--- src/rtl/cmult_share_arb.sv ---
// cmult_share_arb
//   Shares one pipelined complex multiplier (conj(a)*b, fixed latency) between
//   two requesters with packet-locked round-robin ownership. A grant lasts until
//   the owner's last beat is accepted or the hold limit expires. Results are
//   steered back to the issuing requester by a {valid,id} tag pipeline that runs
//   in lockstep with the multiplier latency.
//
// Ports
//   clk, rst_n                 clock, synchronous active-low reset
//   reqX_valid/last/ar/ai/br/bi  requester X beat (X = 0,1)
//   reqX_ready                 requester X owns the multiplier this cycle
//   m_en, m_ar/ai/br/bi        registered operands to the multiplier
//   m_en_dd, m_pr/m_pi         multiplier result and its valid
//   rspX_valid                 one-cycle result pulse for requester X
//   rsp_pr/rsp_pi              result data shared by both response channels
//   err                        sticky: m_en_dd disagreed with the tag pipeline
//   fsm_state                  arbiter state for observation (IDLE/OWN0/OWN1)
//
// Handshake: a beat transfers on a cycle where reqX_valid & reqX_ready are both
// high; valid may drop at any time, ready depends only on the current owner and
// is never high in IDLE. Responses have no backpressure.
//
// MULT_LAT must be at least 2.
module cmult_share_arb #(
  parameter int Q        = 16,
  parameter int MULT_LAT = 6,
  parameter int MAX_HOLD = 64
) (
  input  logic         clk,
  input  logic         rst_n,
  input  logic         req0_valid,
  input  logic         req0_last,
  input  logic [Q-1:0] req0_ar,
  input  logic [Q-1:0] req0_ai,
  input  logic [Q-1:0] req0_br,
  input  logic [Q-1:0] req0_bi,
  output logic         req0_ready,
  input  logic         req1_valid,
  input  logic         req1_last,
  input  logic [Q-1:0] req1_ar,
  input  logic [Q-1:0] req1_ai,
  input  logic [Q-1:0] req1_br,
  input  logic [Q-1:0] req1_bi,
  output logic         req1_ready,
  output logic         m_en,
  output logic [Q-1:0] m_ar,
  output logic [Q-1:0] m_ai,
  output logic [Q-1:0] m_br,
  output logic [Q-1:0] m_bi,
  input  logic         m_en_dd,
  input  logic [Q-1:0] m_pr,
  input  logic [Q-1:0] m_pi,
  output logic         rsp0_valid,
  output logic         rsp1_valid,
  output logic [Q-1:0] rsp_pr,
  output logic [Q-1:0] rsp_pi,
  output logic         err,
  output logic [1:0]   fsm_state
);

  localparam logic [1:0] IDLE = 2'd0;
  localparam logic [1:0] OWN0 = 2'd1;
  localparam logic [1:0] OWN1 = 2'd2;

  localparam int HW = (MAX_HOLD > 2) ? $clog2(MAX_HOLD) : 1;
  localparam logic [HW-1:0] HOLD_LAST = HW'(MAX_HOLD - 1);

  logic [1:0]          state, state_nxt;
  logic                rr_pref, rr_nxt;     // 0: req0 preferred on a tie
  logic [HW-1:0]       hold_cnt;
  logic                m_id;
  logic [MULT_LAT-1:0] tag_v, tag_id;

  logic                owning, owner_sel;
  logic                own_valid, own_last, other_valid;
  logic [Q-1:0]        own_ar, own_ai, own_br, own_bi;
  logic                accept, terminate;

  assign owning      = (state == OWN0) || (state == OWN1);
  assign owner_sel   = (state == OWN1);
  assign own_valid   = owner_sel ? req1_valid : req0_valid;
  assign own_last    = owner_sel ? req1_last  : req0_last;
  assign other_valid = owner_sel ? req0_valid : req1_valid;
  assign own_ar      = owner_sel ? req1_ar : req0_ar;
  assign own_ai      = owner_sel ? req1_ai : req0_ai;
  assign own_br      = owner_sel ? req1_br : req0_br;
  assign own_bi      = owner_sel ? req1_bi : req0_bi;

  assign req0_ready  = (state == OWN0);
  assign req1_ready  = (state == OWN1);
  assign accept      = owning && own_valid;
  // The hold limit counts owned clocks, not beats, so an owner that idles
  // mid-packet still releases the multiplier eventually.
  assign terminate   = owning && ((accept && own_last) || (hold_cnt == HOLD_LAST));
  assign fsm_state   = state;

  always_comb begin
    state_nxt = state;
    rr_nxt    = rr_pref;
    case (state)
      IDLE: begin
        if (req0_valid && req1_valid) state_nxt = rr_pref ? OWN1 : OWN0;
        else if (req0_valid)          state_nxt = OWN0;
        else if (req1_valid)          state_nxt = OWN1;
      end
      OWN0, OWN1: begin
        if (terminate) begin
          rr_nxt    = ~owner_sel;
          // Hand straight over when the other side is waiting: no bubble.
          state_nxt = other_valid ? (owner_sel ? OWN0 : OWN1) : IDLE;
        end
      end
      default: state_nxt = IDLE;
    endcase
  end

  always_ff @(posedge clk) begin
    if (!rst_n) begin
      state      <= IDLE;
      rr_pref    <= 1'b0;
      hold_cnt   <= '0;
      m_en       <= 1'b0;
      m_id       <= 1'b0;
      m_ar       <= '0;
      m_ai       <= '0;
      m_br       <= '0;
      m_bi       <= '0;
      tag_v      <= '0;
      tag_id     <= '0;
      rsp0_valid <= 1'b0;
      rsp1_valid <= 1'b0;
      rsp_pr     <= '0;
      rsp_pi     <= '0;
      err        <= 1'b0;
    end else begin
      state    <= state_nxt;
      rr_pref  <= rr_nxt;
      hold_cnt <= (owning && !terminate) ? hold_cnt + 1'b1 : '0;

      m_en <= accept;
      if (accept) begin
        m_id <= owner_sel;
        m_ar <= own_ar;
        m_ai <= own_ai;
        m_br <= own_br;
        m_bi <= own_bi;
      end

      // Tag enters alongside m_en, so the last stage lines up with m_en_dd.
      tag_v  <= {tag_v[MULT_LAT-2:0], m_en};
      tag_id <= {tag_id[MULT_LAT-2:0], m_id};

      rsp0_valid <= m_en_dd && tag_v[MULT_LAT-1] && !tag_id[MULT_LAT-1];
      rsp1_valid <= m_en_dd && tag_v[MULT_LAT-1] &&  tag_id[MULT_LAT-1];
      if (m_en_dd) begin
        rsp_pr <= m_pr;
        rsp_pi <= m_pi;
      end

      if (m_en_dd != tag_v[MULT_LAT-1]) err <= 1'b1;
    end
  end

endmodule

--- config.mk ---
export PLATFORM = sky130hd
export DESIGN_NAME = cmult_share_arb
export DESIGN_NICKNAME = d
export VERILOG_FILES = /design/src/rtl/cmult_share_arb.sv
export SDC_FILE = /design/constraint.sdc
export NUM_CORES = 1
export LEC_CHECK = 0
export BUFFER_PORTS_ARGS = -buffer_cell sky130_fd_sc_hd__buf_2
export CELL_PAD_IN_SITES_DETAIL_PLACEMENT = 0
export CELL_PAD_IN_SITES_GLOBAL_PLACEMENT = 1
export CORE_MARGIN = 2
export CORE_UTILIZATION = 36
export CTS_CLUSTER_DIAMETER = 200
export CTS_CLUSTER_SIZE = 40
export DETAILED_ROUTE_END_ITERATION = 8
export PLACE_DENSITY = 0.93
export SETUP_SLACK_MARGIN = 0.02
export SLEW_MARGIN = 20
export SYNTH_ARGS = -nofsm -noshare
export SYNTH_HDL_FRONTEND = slang
export SYNTH_SLANG_ARGS = --single-unit
--- constraint.sdc ---
create_clock -name clk -period 3.25 [get_ports clk]
set_clock_uncertainty 0.15 [all_clocks]
set_input_delay 0 -clock clk [delete_from_list [all_inputs] [get_ports clk]]
set_output_delay 0 -clock clk [all_outputs]
set_load 0.1 [all_outputs]
== Word level (Yosys, flattened, before mapping) ==
Cells that the tools add are included.
Word-level totals
  bits in registers: 122
  input bits: 167
  output and inout bits: 104
  word-level logic and storage cells: 56
Operators by class
  add/subtract/negate cells: 1
  equal/unequal tests: 6
  multiplexer cells: 15
  bitwise gates (word level): 1
  reductions and logical operators: 17
Operators by type and width (number)
  16-bit 2-to-1 mux: 4
  2-bit 2-to-1 mux: 7
  1-bit logical AND: 8
  6-bit by 1-bit adder with 6-bit output, second input constant: 1
  6-bit == test, second input constant: 1
  2-bit AND reduction: 3
  4-bit != test, second input constant: 1
  2-bit one-hot mux with 2 select lines: 1
  1-bit 2-to-1 mux: 3
  2-bit by 1-bit == test with 1-bit output, second input constant: 1
  2-bit == test, second input constant: 1
  1-bit zero test: 2
  2-bit zero test: 1
  1-bit logical OR: 2
  2-bit != test, second input constant: 1
  2-bit OR reduction: 1
  1-bit != test: 1
  1-bit NOT: 1

== Depth between registers and ports, before layout ==
Gate-level depths: netlist of the first run.
  word-level depth: 9
  depth in mapped cells: 8
  gate-level depth less buffers: 6

== Least setup slack after synthesis of the first run ==
Ideal clock, no wire load.
  kind: flip-flop to flip-flop
  from: register state[1] (netlist: fsm_state[1])
  to: register state[1] (netlist: fsm_state[1])
  setup time: 0.073 ns
  arrival time: 3.115 ns
  setup slack: -0.087 ns
  stages on the path, launching flop included: 7
  path buffers: 1
  cell sequence: dfxtp_1 -> ha_1 -> buf_6 -> mux2_4 -> a32oi_2 -> o2bb2ai_2 -> mux2i_1
On the way
  cells in the longest elaborated chain, start to end: 8
RTL lines
  start, declared: line 68  | logic [1:0] state, state_nxt;
  start signal, assigned: line 136  | state <= state_nxt;
  2-bit == test (*)
  net req1_ready: line 44  | output logic req1_ready,
  1-bit 2-to-1 mux / 1-bit logical OR (equally long branches): line 81, 79
  1-bit logical AND: line 91  | assign accept = owning && own_valid;
  1-bit logical AND: line 94  | assign terminate = owning && ((accept && own_last) || (hold_cnt == HOLD_LAST));
  1-bit logical OR: line 94
  1-bit logical AND: line 94
  2-bit != test (no line)
  2-bit AND reduction (no line)
Mark *: on every way through the listed nets, which the timed path passes. The rest lies on a longest branch. The select of a mux whose other input is x is not followed.
A chain may end at the register's enable or synchronous reset.

== Final worst setup path of the first run ==
  from: register state[0] (netlist: fsm_state[0])
  to: register m_ai[2]
On the way
  cells in the longest elaborated chain, start to end: 3
RTL lines
  2-bit == test / 2-bit by 1-bit == test with 1-bit output (equally long branches): line 79, 80
  1-bit 2-to-1 mux / 1-bit logical OR (equally long branches): line 81, 79
  1-bit logical AND: line 91
  end signal, assigned: line 144  | m_ai <= own_ai;
  end, declared: line 47  | output logic [Q-1:0] m_ai,
Parallel ways exist; a longest one is shown, timed or not.

==> results.txt, run 1 <==
The worst path arrival time came out at 3170 ps. The first detailed-routing pass ran for 4 iterations. Global routing finished with a remaining overflow of 0. The max-cap violation count is 0. After clock tree synthesis, the clock-pin slew on the worst setup and hold paths is roughly 60 ps. The remaining routing DRC violations is 0. In the final routed layout, each cell accounts on average for between 15 and 20 microns.

The area of the die is 0.0157 sq mm. The cell type of the slowest stage on the worst timing path is sky130_fd_sc_hd__buf_4. The share of the clock period used by the worst path after layout is 92.5%. CTS built an H-tree with a depth of 4. Once detailed placement completed, the half-perimeter wirelength came to roughly 9.3 mm. Setup repair after global routing left no endpoint under its margin. The setup total negative slack is 0 ps. The final period demand of the worst path is 3010 ps. The root buffer cell chosen for the clock tree is sky130_fd_sc_hd__clkbuf_16. The vertical die dimension came out at 125 microns. The routability congestion estimate from global placement is 0.773. TritonCTS built the clock tree. TritonCTS created 17 clock buffers. The number of setup violations in the final report is 0. Summing every instance area after synthesis gives 0.00531 sq mm.

The clock sink count is around 120. On the worst path, the slowest cell contributes a delay of 610 ps. The setup slack on the worst flop-to-flop path came out at ~240 ps. In this run the number of cells on the critical path is 6. The worst slew margin relative to its limit came out at 54.7%. The capture instance of the worst register-to-register path is m_ai[2]$_SDFFE_PN0P_. The actual slew at the worst max-slew pin came out at 680 ps. The number of standard cells after synthesis came out at 485. The detailed-route vias per instance is approximately 4.8.

The slack of the critical path came out at 244 ps. Once the floorplan was initialized, standard cells occupied 36.7% of the core. Prior to clock tree synthesis, the placed netlist has a worst setup slack of 821 ps. The number of nets in the synthesized netlist is 659. The synthesis warning total is 0. Entering global routing, the biggest net connects 73 pins. After synthesis the netlist holds a flip-flop and latch count of 122. The count of placed standard cells including taps is 906. Among cell families on the critical path, the largest total delay comes from buffers and inverters. In this run the post-CTS setup repair buffer count came out at 0. The path with the worst hold slack has its endpoint at hold_cnt[1]$_SDFF_PN0_. The worst supply voltage drop on vdd came out at 0.000429 V.

The die span in x came out at 125 microns. The critical path startpoint category is a flip-flop. Across all layers, the routed design uses 5309 vias. The total count of max-transition violations in the final report came out at 0. The combined global-route utilization of all metal layers came out at 22.2%. The number of hold-slack violations in the final timing report is 0. The later pin in the worst-skew pair is clocked with a latency of 410 ps. The count of boundary I/O pins is around 270. The run finished with clean final reports. The number of standard cells in the layout, taps in and fillers out is approximately 1100.

The cell count of the worst reg-to-reg path came out at 6. Leaving out fill and tap cells, the most frequent cell in the layout is sky130_fd_sc_hd__buf_2. Walking the worst path, the cells encountered are inv_1 > ha_4 > buf_4 > mux2i_1 > dlygate4sd3_1 > a211oi_2.

The critical path buffer and inverter count is 3. The sequential fraction of the synthesis area came out at 46.0%. The power per cell area came out at 1000 mW/mm^2. STA classifies the critical path endpoint as a flip-flop.

The initial DRC count is 172. The final-stage net count is 1094. The fraction of final layout cells sized beyond drive strength 1 is 40.2%. The count of distinct cell types in the synthesized netlist came out at 32. The first global-routing pass estimated 27.8 mm of wire. The initial antenna violation count came out at 1. Derived from the worst setup path, the maximum achievable clock frequency is 0.333 GHz. The leakage component of the power is 4.06 nW. The top cell types in the final layout, fill and taps aside, are sky130_fd_sc_hd__buf_2, sky130_fd_sc_hd__dlygate4sd3_1, sky130_fd_sc_hd__dfxtp_1, sky130_fd_sc_hd__nor2_1, sky130_fd_sc_hd__mux2i_1. The hold path depth came out at 5. The via count of the first global-routing pass was 5681. The remaining antenna violation count after routing came out at 0. The total number of placement rows came out at 44. The placeable core region came out at 0.0145 sq mm.

In this run the critical register-to-register path is launched from fsm_state[0]$_SDFFE_PN0P_. The class of the worst hold path is input port to flip-flop. The maximum root-to-sink buffer count came out at 2. The total detailed-routing wirelength is 17.2 mm. The count of fill cells added during filler insertion is about 1100. Averaged over all synthesized cells, the footprint is 10.9 sq um. The data required time of the worst path came out at 3410 ps.

The startpoint identified for the worst hold timing path is req0_last. Relative to the synthesized area, the layout overhead comes to 71.3%. The type of the worst setup path is flip-flop to flip-flop. Along the worst path, the maximum fanout reaches 37. Input and output buffers added on the ports amount to 270.
tightest hold or removal path, stage by stage:
cell and delay (ps):
sky130_fd_sc_hd__buf_2 80, sky130_fd_sc_hd__mux2_4 140, sky130_fd_sc_hd__a32oi_2 150, sky130_fd_sc_hd__nand3_2 140
sky130_fd_sc_hd__nor2_1 50
worst max-delay path by stage:
stage,from,end,slack [ps]
3_5_place_dp,fsm_state[0]$_SDFFE_PN0P_,req1_ready,820
4_1_cts,fsm_state[0]$_SDFFE_PN0P_,m_bi[10]$_SDFFE_PN0P_,300
6_report,fsm_state[0]$_SDFFE_PN0P_,m_ai[2]$_SDFFE_PN0P_,240
2_1_floorplan,fsm_state[1]$_SDFFE_PN0P_,fsm_state[1]$_SDFFE_PN0P_,180
3_3_place_gp,fsm_state[0]$_SDFFE_PN0P_,req1_ready,840
5_1_grt,fsm_state[0]$_SDFFE_PN0P_,m_br[11]$_SDFFE_PN0P_,100
routing by layer:
| metal | GRT usage (%) | up-vias | wire [microns] |
|---|---|---|---|
| li1 | - | 2565 | - |
| met1 | 21.7 | 2467 | 6300 |
| met2 | 41.6 | 222 | 9070 |
| met3 | 7.53 | 55 | 1150 |
| met4 | 10.4 | 0 | 686 |
| met5 | 0 | - | 0 |
final cells by class:
type | count | area [sq um] | share of cell area (%)
diodes | 1 | 2.50 | 0.0275
clock buffers | 20 | 457 | 5.02
clock inverters | 11 | 145 | 1.60
inverters | 5 | 21.3 | 0.234
multi-input cells | 319 | 2590 | 28.4
flip-flops and latches | 122 | 2440 | 26.8
well taps | 184 | 230 | 2.53
repair buffers | 455 | 3210 | 35.3
cells by family (layout without fill, tap and decap cells):
kind of cell | count (synthesis) | count (layout) | share of synthesized area (%)
AND/OR/NAND/NOR | 136 | 136 | 11.0
XOR/XNOR | 4 | 4 | 0.660
flip-flops | 122 | 122 | 46.0
other | 0 | 1 | 0
multiplexers | 101 | 101 | 19.2
AO/OA/AOI/OAI | 71 | 71 | 16.0
buffers and inverters | 44 | 491 | 5.51
adder cells (fa/ha/maj) | 7 | 7 | 1.65
repair_timing:
| action | 4_1_cts | 5_1_grt |
|---|---|---|
| endpoints found under the hold margin | 120 | 0 |
| hold buffers | 179 | 0 |
| resized for setup | 0 | 0 |
report_power, final:
part	internal, W	total, W	switching (W)
clock	0.00124	0.00191	0.000670
sequential	0.00188	0.00207	0.000193
combinational	0.00128	0.00516	0.00388
flip-flops by register name, summed over array words and instances (netlist names), 2 cells and up:
register / flops
m_ai: 16
m_ar: 16
m_bi: 16
m_br: 16
rsp_pi: 16
rsp_pr: 16
hold_cnt: 6
tag_id: 6
tag_v: 6
fsm_state: 2
cell usage after synthesis (all sizes together):
| library cell | number | share of area (%) |
|---|---|---|
| a211oi | 64 | 15 |
| a21oi | 1 | 0.094 |
| a311o | 1 | 0.19 |
| a32oi | 1 | 0.31 |
| and2 | 15 | 1.8 |
| and3 | 3 | 0.35 |
| buf | 27 | 4.3 |
| clkbuf | 12 | 0.85 |
| dfxtp | 122 | 46 |
| ha | 7 | 1.6 |
| inv | 5 | 0.35 |
| mux2 | 2 | 0.57 |
| mux2i | 99 | 19 |
| nand2 | 5 | 0.35 |
| nand2b | 1 | 0.12 |
| nand3 | 2 | 0.28 |
| nand4b | 1 | 0.16 |
| nor2 | 107 | 7.6 |
| nor3b | 1 | 0.14 |
| o211ai | 1 | 0.14 |
| o21ai | 1 | 0.094 |
| o2bb2ai | 1 | 0.28 |
| o41ai | 1 | 0.16 |
| or4b | 1 | 0.19 |
| xnor2 | 3 | 0.49 |
| xor2 | 1 | 0.16 |
stage by stage:
| step | hold slack (ps) | area, sq um | util [%] | power, W |
|---|---|---|---|---|
| 3_5_place_dp | 95.8 | 6700 | 46.3 | 0.00685 |
| 2_1_floorplan | -2.77 | 5310 | - | 0.00625 |
| 6_report | 47.7 | 9100 | 62.8 | 0.00914 |
| 3_3_place_gp | 83.9 | 6700 | 46.3 | 0.00681 |
| 4_1_cts | 19.6 | 9100 | 62.8 | 0.00914 |
| 5_1_grt | 48.6 | 9100 | 62.8 | 0.00952 |
(Power assumes the default switching activity.)
==> run 2: changes to the inputs <==
--- a/config.mk
+++ b/config.mk
@@ -5,11 +5,12 @@
 export SDC_FILE = /design/constraint.sdc
 export NUM_CORES = 1
 export LEC_CHECK = 0
+export ABC_AREA = 1
 export BUFFER_PORTS_ARGS = -buffer_cell sky130_fd_sc_hd__buf_2
 export CELL_PAD_IN_SITES_DETAIL_PLACEMENT = 0
 export CELL_PAD_IN_SITES_GLOBAL_PLACEMENT = 1
 export CORE_MARGIN = 2
-export CORE_UTILIZATION = 36
+export CORE_UTILIZATION = 32
 export CTS_CLUSTER_DIAMETER = 200
 export CTS_CLUSTER_SIZE = 40
 export DETAILED_ROUTE_END_ITERATION = 8
==> run 2 against run 1 <==
Compared with the run above:
- sequential power up 2%
- combinational power grew 3%
- synthesized cell count is 28% higher
- largest cell class unchanged
- largest power group unchanged
==> results.txt, run 2 <==
The detailed router placed 5817 vias in this run. The clock passes through at most 2 buffers. Setup violations remaining at the end of the flow were counted as 0. The average cell area after synthesis is between 7 and 8 sq um. The die covers 0.0159 sq mm. The first-pass GRT wire length came out at 27.5 mm. Headroom to the max-slew limit came out at between 30% and 40%.

Sorting the synthesized cells by area gives the leading types as sky130_fd_sc_hd__dfxtp_1, sky130_fd_sc_hd__nand2_1, sky130_fd_sc_hd__a31oi_1, sky130_fd_sc_hd__nor2_1, sky130_fd_sc_hd__o21ai_0. The maximum fanout encountered on the critical timing path is 37. In this run the cell area measured after placement is around 0.0062 sq mm. For this block, the initial DRC count from the detailed router was 255. Clock tree synthesis found a total of 122 sinks. The count of distinct cell types in the synthesized netlist came out at 23. The critical path startpoint category is a flip-flop.

The register clock-pin slew on the reported worst setup and hold paths came out at approximately 50 ps. The initial utilization of the core area, before any placement, comes to 32.9%. Of the cells placed in the final design, the portion with a size suffix greater than 1 is 29.9%. The total number of placement rows is 44. The CTS tree is done. The first detailed-routing pass ran for 9 iterations. For the pin with the worst max-slew slack, the measured transition is roughly 1000 ps. The die span in x is 126 microns. In the synthesized netlist the dominant register cell turns out to be sky130_fd_sc_hd__dfxtp_1. After the flow finishes, the layout carries non-filler instances totaling 1237.

The type of the worst setup path is flip-flop to flip-flop. The count of boundary I/O pins came out at roughly 270. After detailed placement, the design holds a cell count of 1039. Counting the buffers created by CTS gives 17.

The post-synthesis to final-layout area growth came out at 77.6%. Sorting the synthesized cells by how often they occur yields sky130_fd_sc_hd__nand2_1, sky130_fd_sc_hd__dfxtp_1, sky130_fd_sc_hd__nor2_1, sky130_fd_sc_hd__a31oi_1, sky130_fd_sc_hd__o21ai_0. The initial antenna violation count came out at 2. The synthesized design spends more area on one cell type than any other, namely sky130_fd_sc_hd__dfxtp_1. For this run, design rule violations remaining after detail routing come to 0. Measured along the y axis, the die boundary spans 126 microns. The routability congestion estimate from global placement is approximately 0.77. The share of the core filled with cells is between 50% and 60%.

The synthesized netlist occupies a cell area of 0.00478 sq mm. The switching power of the nets came out at between 0.004 and 0.005 W. The final-stage net count is between 1000 and 1500. The via count of the first global-routing pass is 5823. The pin count of the biggest net entering global routing came out at 67.

During synthesis, Yosys emitted a total of 0 warnings. The number of flops mapped to enable cells by yosys is 0. The library cell used most frequently in the layout, excluding fill and tap cells, is sky130_fd_sc_hd__buf_2.

The half-perimeter wire length after placement came out at 10.0 mm. CTS built an H-tree with a depth of 4. The worst-case IR drop observed on VDD is around 0.00067 V.

The remaining antenna violation count after routing is 0. The clock network accounts for 21.3% of the total power. Counting flops with an async set or reset pin after synthesis yields a share of 0%. The tree is rooted in a sky130_fd_sc_hd__clkbuf_16. The detailed-route vias per instance is 4.70. The class of the worst hold path is input port to flip-flop. The count of fill cells added during filler insertion came out at 1252. Summed over all layers, the global routing overflow is 0. The power per cell area is about 1100 mW/mm^2. Summed over all cells, the static leakage comes to 4.31 nW. The clock period could shrink to 2960 ps. The library cells used most frequently in the layout, excluding fill and tap cells, are sky130_fd_sc_hd__buf_2, sky130_fd_sc_hd__dlygate4sd3_1, sky130_fd_sc_hd__nand2_1, sky130_fd_sc_hd__dfxtp_1, sky130_fd_sc_hd__nor2_1. The share of the clock period used by the worst path after layout came out at 91.1%. The share of total power in combinational logic came out at a little under three fifths.

The fraction of power spent switching nets came out at 52.3%. The setup fix buffers added after clock tree synthesis came out at 0. The per-cell routed wire length is 13.8 microns. Counting every instance in the synthesized netlist gives 623. The run finished with clean final reports. The data required time of the worst path came out at approximately 3400 ps. In this run, synthesis produced a sequential element count of 122.

The max-cap violation count is 0. The cell area after layout is 0.00848 sq mm. The total detailed-routing wirelength came out at roughly 17 mm. The combined global-route utilization of all metal layers came out at 21.4%. The count of buffers inserted at the top-level ports is 270. The worst setup path is captured at a flip-flop. The worst path arrival time is 3150 ps.

Setup repair after global routing left no endpoint under its margin. The total count of max-transition violations in the final report is 0. The internal power of the cells is 0.00451 W. Counting every net in the synthesized netlist gives roughly 800.

Per report_power, the sequential group accounts for 22.5% of the total. After synthesis, the largest area contributor takes up approximately half of total cell area. The highest clock rate came out at 0.338 GHz. The setup total negative slack came out at 0 ps. After synthesis, flip-flops and latches occupy 51.1% of the total area.

The clock latency reported for the late side of the worst-skew pair is ~400 ps. The dominant cell by count in the synthesized netlist is sky130_fd_sc_hd__nand2_1. The placeable core region is about 0.015 sq mm. The number of hold-slack violations in the final timing report came to 0.
==> run 2: cell count changes after synthesis, moves of 3 or more <==
cell                       before  now
sky130_fd_sc_hd__buf_6         13    5
sky130_fd_sc_hd__nand2_1        5  161
sky130_fd_sc_hd__a31oi_1        0   64
sky130_fd_sc_hd__inv_1          5   22
sky130_fd_sc_hd__clkbuf_1      12   28
sky130_fd_sc_hd__nand3_1        1   10
sky130_fd_sc_hd__and2_1        14    0
sky130_fd_sc_hd__a211oi_2      60    0
sky130_fd_sc_hd__and3_1         3    0
sky130_fd_sc_hd__o21ai_1        0   45
sky130_fd_sc_hd__a211oi_1       4    0
sky130_fd_sc_hd__mux2i_1       99    0
sky130_fd_sc_hd__o21ai_0        1   52
sky130_fd_sc_hd__nor2_1       107   82
==> run 2: worst max-delay path: stages, from the launching register on <==
cell and delay (ps):
sky130_fd_sc_hd__dfxtp_1 420, sky130_fd_sc_hd__inv_1 100, sky130_fd_sc_hd__ha_1 370, sky130_fd_sc_hd__inv_2 60, sky130_fd_sc_hd__nor2_2 110, sky130_fd_sc_hd__nand2_1 110
sky130_fd_sc_hd__inv_4 320, sky130_fd_sc_hd__buf_4 340, sky130_fd_sc_hd__o21ai_0 110, sky130_fd_sc_hd__a31oi_1 190, sky130_fd_sc_hd__dlygate4sd3_1 600
==> run 2: cell families (layout without fill, tap and decap cells) <==
group / Yosys count / in the layout / synth area share [%]
buffers and inverters: 70 / 498 / 6.86
and+or+nand+nor: 256 / 256 / 20.6
AOI/OAI and AO/OA: 165 / 165 / 19.0
adders and majority gates: 7 / 7 / 1.83
xor gates and xnor gates: 3 / 3 / 0.550
DFF: 122 / 122 / 51.1
other: 0 / 2 / 0
==> run 2: power by group through the flow <==
stage	sequential [W]	combinational, W	clock (W)
floorplan	0.00485	0.00125	0
global placement	0.00213	0.00466	0
detailed placement	0.00213	0.00466	0
CTS	0.00211	0.00525	0.00205
global route	0.00217	0.00560	0.00212
finish	0.00212	0.00531	0.00201
==> run 2: repair_timing <==
item                                    4_1_cts  5_1_grt
hold buffers                                164        0
endpoints found under the hold margin        99        0
endpoints found under the setup margin        0       15
gates resized for setup                       0        1
==> run 2: final cells by class <==
cell class / instances / area [sq um] / area share (%)
Clock buffer: 21 / 470 / 5.55
Inverter: 24 / 92.6 / 1.09
Tap cell: 184 / 230 / 2.71
Timing Repair Buffer: 442 / 3070 / 36.1
Antenna cell: 2 / 5.00 / 0.0590
Sequential cell: 122 / 2440 / 28.8
Multi-Input combinational cell: 431 / 2010 / 23.7
Clock inverter: 11 / 168 / 1.98
==> run 2: path summary, 6_finish.rpt <==
check,from,slack (ps),cells after the start,end
worst max register to register,fsm_state[1]$_SDFFE_PN0P_,290,10,m_br[6]$_SDFFE_PN0P_
worst max-delay path,fsm_state[1]$_SDFFE_PN0P_,290,10,m_br[6]$_SDFFE_PN0P_
worst min-delay path,rst_n,20,3,tag_v[1]$_SDFF_PN0_
worst min register to register,tag_id[2]$_SDFF_PN0_,260,2,tag_id[3]$_SDFF_PN0_
==> run 2: layer usage <==
| layer | part of all wire (%) | GRT usage, % |
|---|---|---|
| met5 | 0 | 0 |
| met4 | 3.4 | 10.2 |
| met3 | 6.9 | 6.75 |
| met2 | 49 | 37.3 |
| met1 | 40 | 23.7 |
==> run 2: through the flow <==
| step | hold slack [ps] | setup WS, ps | total power, W |
|---|---|---|---|
| finish | 16.2 | 290 | 0.00944 |
| detailed placement | 77.9 | 805 | 0.00680 |
| global route | 60.1 | 35.0 | 0.00988 |
| global placement | 69.7 | 868 | 0.00679 |
| CTS | 5.38 | 267 | 0.00941 |
| floorplan | -15.1 | 186 | 0.00610 |
